### config.mk
export PLATFORM = sky130hd
export DESIGN_NAME = pipe_stage_reg
export DESIGN_NICKNAME = d
export VERILOG_FILES = /design/src/rtl/pipe_stage_reg.sv
export SDC_FILE = /design/constraint.sdc
export NUM_CORES = 1
export LEC_CHECK = 0
export BUFFER_PORTS_ARGS = -buffer_cell sky130_fd_sc_hd__buf_2
export CAP_MARGIN = 20
export CORE_AREA = 2 2 147 149
export DETAILED_ROUTE_END_ITERATION = 16
export DIE_AREA = 0 0 149 151
export GPL_TIMING_DRIVEN = 0
export HOLD_SLACK_MARGIN = 0.08
export MAX_ROUTING_LAYER = met4
export SYNTH_ARGS = -nofsm -noshare
export SYNTH_HDL_FRONTEND = slang
export SYNTH_SLANG_ARGS = --single-unit
export TNS_END_PERCENT = 50
### constraint.sdc
create_clock -name clk -period 1.7 [get_ports clk]
set_clock_uncertainty 0.1 [all_clocks]
set_input_delay 0.34 -clock clk [delete_from_list [all_inputs] [get_ports clk]]
set_output_delay 0.34 -clock clk [all_outputs]
set_load 0.03 [all_outputs]
### src/rtl/pipe_stage_reg.sv
// Parametrised pipeline stage register with valid/ready handshake, stall, flush and a bubble counter.
// Optional one-entry skid buffer (fully registered in_ready) enabled by defining PIPE_SKID_EN.
module pipe_stage_reg #(
    parameter int unsigned        CTRL_W   = 16,
    parameter int unsigned        DATA_W   = 128,
    parameter int unsigned        PC_W     = 32,
    parameter logic [CTRL_W-1:0]  CTRL_NOP = '0
) (
    input  logic              clk,
    input  logic              rst,
    input  logic              in_valid,
    output logic              in_ready,
    input  logic [CTRL_W-1:0] in_ctrl,
    input  logic [DATA_W-1:0] in_data,
    input  logic [PC_W-1:0]   in_pc,
    input  logic              stall,
    input  logic              flush,
    output logic              out_valid,
    input  logic              out_ready,
    output logic [CTRL_W-1:0] out_ctrl,
    output logic [DATA_W-1:0] out_data,
    output logic [PC_W-1:0]   out_pc,
    output logic [15:0]       bubble_cnt
);

    localparam int unsigned CNT_W = 16;
    localparam logic [CNT_W-1:0] CNT_MAX = '1;

    logic acc;
    logic rel;

    assign rel = out_valid & out_ready;
    assign acc = in_valid & in_ready;

`ifdef PIPE_SKID_EN
    logic              skid_valid;
    logic [CTRL_W-1:0] skid_ctrl;
    logic [DATA_W-1:0] skid_data;
    logic [PC_W-1:0]   skid_pc;

    // in_ready depends only on registered state, breaking the out_ready -> in_ready path
    assign in_ready = ~stall & ~skid_valid;

    always_ff @(posedge clk) begin
        if (rst) begin
            out_valid  <= 1'b0;
            out_ctrl   <= CTRL_NOP;
            out_data   <= '0;
            out_pc     <= '0;
            skid_valid <= 1'b0;
            skid_ctrl  <= CTRL_NOP;
            skid_data  <= '0;
            skid_pc    <= '0;
        end else if (flush) begin
            out_valid  <= 1'b0;
            out_ctrl   <= CTRL_NOP;
            skid_valid <= 1'b0;
        end else if (skid_valid) begin
            // Skid drains first so ordering is kept; no accept is possible while it is full
            if (rel) begin
                out_valid  <= 1'b1;
                out_ctrl   <= skid_ctrl;
                out_data   <= skid_data;
                out_pc     <= skid_pc;
                skid_valid <= 1'b0;
            end
        end else if (acc) begin
            if (out_valid & ~out_ready) begin
                skid_valid <= 1'b1;
                skid_ctrl  <= in_ctrl;
                skid_data  <= in_data;
                skid_pc    <= in_pc;
            end else begin
                out_valid <= 1'b1;
                out_ctrl  <= in_ctrl;
                out_data  <= in_data;
                out_pc    <= in_pc;
            end
        end else if (rel) begin
            out_valid <= 1'b0;
            out_ctrl  <= CTRL_NOP;
        end
    end
`else
    assign in_ready = ~stall & (~out_valid | out_ready);

    always_ff @(posedge clk) begin
        if (rst) begin
            out_valid <= 1'b0;
            out_ctrl  <= CTRL_NOP;
            out_data  <= '0;
            out_pc    <= '0;
        end else if (flush) begin
            // Same-cycle accept is dropped; payload fields keep their last value
            out_valid <= 1'b0;
            out_ctrl  <= CTRL_NOP;
        end else if (acc) begin
            out_valid <= 1'b1;
            out_ctrl  <= in_ctrl;
            out_data  <= in_data;
            out_pc    <= in_pc;
        end else if (rel) begin
            out_valid <= 1'b0;
            out_ctrl  <= CTRL_NOP;
        end
    end
`endif

    // Saturating count of edges at which the stage was empty
    always_ff @(posedge clk) begin
        if (rst) begin
            bubble_cnt <= '0;
        end else if (!out_valid && (bubble_cnt != CNT_MAX)) begin
            bubble_cnt <= bubble_cnt + CNT_W'(1);
        end
    end

endmodule

* After elaboration in Yosys (flattened, before gate mapping) *
Index checks and enable logic that the tools add are counted.

storage, ports and cells
  register bits after elaboration = 193
  logic and storage cells = 23
  input port bits = 182
  output and inout bits = 194

cells by class
  equal/unequal tests = 1
  reductions and logical operators = 5
  muxes and demuxes = 4
  add/subtract/negate cells = 1
  bitwise operators = 7

operators with widths
  cell                                           count
  2-to-1 mux 16 bit                              2
  adder 16 x 1 -> 16 bit, second input constant  1
  inequality test 16 bit, second input constant  1
  bitwise AND 1 bit                              3
  NOT 1 bit                                      3
  2-to-1 mux 1 bit                               2
  AND reduction 2 bit                            1
  nonzero test 2 bit                             1
  OR reduction 2 bit                             1
  logical AND 1 bit                              1
  zero test 1 bit                                1
  OR 1 bit                                       1

* Longest topological paths before layout *
  depth after elaboration = 5
  mapped depth = 7
  gate-level depth less buffers = 5

* Least setup slack after synthesis *
OpenSTA, ideal clock, no wires.

  path type = register to register
  start = reg bubble_cnt[0]
  end = reg bubble_cnt[13]
  slack = -202 ps
  path buffers = 0
  data required time = 1477 ps
  period minus slack after synthesis = 1902 ps
  stages on the path, launching flop included = 6
  library setup time = 123 ps
  arrival = 1678 ps
  cells stage by stage = dfxtp_1 > ha_1 > nand4_1 > o21ai_0 > nor4_2 > mux2_1

between the ends
  cells in the longest elaborated chain, start to end = 2
  elaborated cells between the ends (all ways) = 3
  classes of those cells = add/sub (1); eq/ne (1); reduce/logical (1)

ends and longest elaborated chain
  item                                                                            line  RTL
  start: declaration                                                              23    output logic [15:0] bubble_cnt
  start signal: assignment                                                        114   bubble_cnt <= bubble_cnt + CNT_W'(1);
  parallel branches: the longest is 2 deep, another holds adder 16 x 1 -> 16 bit  n/a

Several ways; the timed one is not identified.
A chain may end at the register's enable or synchronous reset.

* Worst setup path in the final report *
  start = reg out_valid
  end = out in_ready

between the ends
  cells in the longest elaborated chain, start to end = 3

ends and longest elaborated chain
  item                      line  RTL
  start: declaration        18    output logic out_valid,
  start signal: assignment  89    out_valid <= 1'b0;
  start signal: assignment  95    out_valid <= 1'b0;
  start signal: assignment  98    out_valid <= 1'b1;
  NOT 1 bit                 85    assign in_ready = ~stall & (~out_valid | out_ready);
  OR 1 bit                  85
  bitwise AND 1 bit         85
  end: declaration          12    output logic in_ready,

Every way passes these cells.

==> results.tsv <==
metric	value	unit
status	finished with violations	
violations	setup timing	
fin_util	57.0	%
fin_cells	1730	
synth_cell_types	40	
cts_buffer_depth	2	
r2r-start	out_valid$_SDFFE_PP0P_	
yosysWarnings	0	
die_y	151	um
ios	376	
fp-row-count	53	
grtUsageTotal	22.6	%
grt_pass1_vias	7718	
critPathMaxFanout	5	
regArea	3900	um^2
seq_area_frac_synth	55.7	%
finalCritPeriodShare	100	%
setup_viol	3	
cts_tree	yes	
cts_buffers	17	
dp.cells	1502	
path_class	reg -> out	
die_area	22500	um^2
wire_per_inst	15.2	um
avgSynthCellArea	8.15	um^2
layout_commonest_cell	buf_2	
ys_ff_latch	193	
ctsRootBufferMaster	clkbuf_16	
vias	7974	
cap_viol_max_count	0	
worstMarginPinSlew	663	ps
hold_class	in -> reg	
floorplan.initialDensity	33.3	%
final.fill_count	1907	
hp-start	in_data[11]	
vias_per_cell	4.61	
cp.arrival	1260	ps
first_iter_violations	260	
cp-end-kind	output port	
critPathLaunch	out_valid$_SDFFE_PP0P_	
synthCells	852	
syn2layout_area_growth	70.9	%
portBuffers	375	
drt_wl_total	26200	um
setup_tns	-12.4	ps
final_cell_mix	387 x buf_2, 322 x nand2_1, 177 x dfxtp_1	
ff2ff_setup_slack	-5	ps
grt_first_pass_wirelength	39100	um
fin_crit	1700	ps
setup_slack	-4.78	ps
routabilityCongestion	0.807	
power.density	865	nW/um^2
grt_overflow_total	0	
dp_hpwl	18200	um
cp-endpoint	in_ready	
finalPower	10.3	mW
drtPass1Iterations	5	
ff2ff_path_depth	5	
finalHoldViolations	0	
path_clk_slew	80	ps
drv_slew	0	
r2r-end	bubble_cnt[9]$_SDFFE_PP0P_	
finalNetCount	1624	
start_kind	register	
cts_sinks	193	
clock_latency	420	ps
antenna_left	0	
fp.dieW	149	um
grt_setup_unrepaired	true	
antenna_found_initial	1	
fmax	587	MHz
drc_errors	0	
syn-num-nets	1035	
drive_gt1_share	34.7	%
grt_max_degree	20	
cp_data_required_time	1260	ps
vdd_ir_drop_max	0.618	mV
power_leakage	5.48	nW
multi_input_area	2870	um^2
coreArea	20800	um^2
h-tree-depth	4	
synth_area	6940	um^2
slew_headroom	55.8	%
Yosys cell counts:
| cell | count | area (um^2) |
|---|---|---|
| nor2_1 | 31 | 116 |
| or3b_2 | 1 | 8.76 |
| nor2b_1 | 4 | 25.0 |
| mux2_2 | 1 | 11.3 |
| a21oi_1 | 165 | 826 |
| nor4bb_1 | 1 | 10.0 |
| buf_2 | 22 | 110 |
| and4_1 | 2 | 17.5 |
| or2_4 | 1 | 8.76 |
| nand4_4 | 1 | 21.3 |
| ha_1 | 1 | 12.5 |
| nor4_1 | 1 | 6.26 |
| nor3b_1 | 1 | 7.51 |
| a31oi_1 | 3 | 18.8 |
| o21ai_0 | 10 | 50.1 |
| nor3_1 | 4 | 20.0 |
| and4b_1 | 1 | 10.0 |
| a41o_1 | 1 | 10.0 |
| a31oi_2 | 1 | 12.5 |
| or3_1 | 4 | 25.0 |
| nor4_2 | 2 | 25.0 |
| a211oi_1 | 1 | 7.51 |
| nand3b_4 | 1 | 20.0 |
| mux2i_1 | 3 | 30.0 |
| nand3_1 | 3 | 15.0 |
| buf_4 | 11 | 82.6 |
| mux2_1 | 1 | 11.3 |
| dfxtp_1 | 193 | 3860 |
| clkbuf_1 | 27 | 101 |
| inv_1 | 4 | 15.0 |
| o211a_1 | 1 | 10.0 |
| and3_1 | 1 | 6.26 |
| nor4_4 | 1 | 21.3 |
| nand3_2 | 1 | 10.0 |
| nand4b_4 | 1 | 23.8 |
| nand4_1 | 4 | 25.0 |
| and2_1 | 1 | 6.26 |
| a22oi_1 | 16 | 120 |
| nand2b_1 | 1 | 6.26 |
| nand2_1 | 323 | 1210 |
repair_timing:
item                                    4_1_cts  5_1_grt
hold buffers                                174        0
endpoints found under the setup margin      120      181
endpoints found under the hold margin       174        0
gates cloned                                  1        0
gates resized for setup                      14       44
pin swaps                                    11       11
setup buffers                                13        8
metal layers:
metal  share of wire [%]  track usage (%)  vias up
met5                   0                -        -
met4                 2.8             8.67        0
met3                 7.1             5.36       53
met2                  50             39.6      308
met1                  40             24.9     3627
li1                    -                -     3986
state kept, by name, summed over array words and instances, names as in the netlist:
register and cells:
out_data 128, out_pc 32, bubble_cnt 16, out_ctrl 16, out_valid 1
cell type report:
class | count | area share [%]
buffer | 60 | 2.89
multi-input combinational | 595 | 24.2
clock buffer | 17 | 3.59
tap | 275 | 2.90
timing repair buffer | 570 | 32.0
sequential | 193 | 32.8
antenna | 1 | 0.0211
clock inverter | 15 | 1.47
inverter | 4 | 0.127
stage by stage:
step / area [um^2] / worst slack, ps / hold WS, ps
finish: 11900 / -4.78 / 104
global route: 11900 / -56.9 / 105
CTS: 11700 / -42.1 / 80.3
detailed placement: 9200 / -332 / 343
global placement: 9200 / -319 / 338
floorplan: 6980 / 6.66 / 376
where the power goes:
| group | total [mW] | switching (mW) | internal [mW] |
|---|---|---|---|
| clock network | 4.05 | 1.94 | 2.11 |
| logic | 1.49 | 0.809 | 0.680 |
| registers | 4.73 | 0.0727 | 4.65 |
how the worst min path moves through the flow:
stage,endpoint,depth (start not counted)
after global placement,out_data[67]$_SDFFE_PP0P_,2
after global routing,out_data[11]$_SDFFE_PP0P_,3
final,out_data[11]$_SDFFE_PP0P_,3
after detailed placement,out_data[99]$_SDFFE_PP0P_,2
after CTS,out_data[11]$_SDFFE_PP0P_,3
after floorplan,out_data[100]$_SDFFE_PP0P_,2
cells by family after synthesis:
kind of cell	synth area share, %
fa+ha+maj	0.180
compound gates	15.2
simple gates	23.7
buf+inv	4.45
mux	0.757
flops	55.7
worst max-delay path, stage by stage, from the launching register on:
cell     delay (ps)
dfxtp_4         360
buf_6           130
nor2b_4         120
nor2_2          100
buf_6           140
Power figures use the tool's default switching activity.
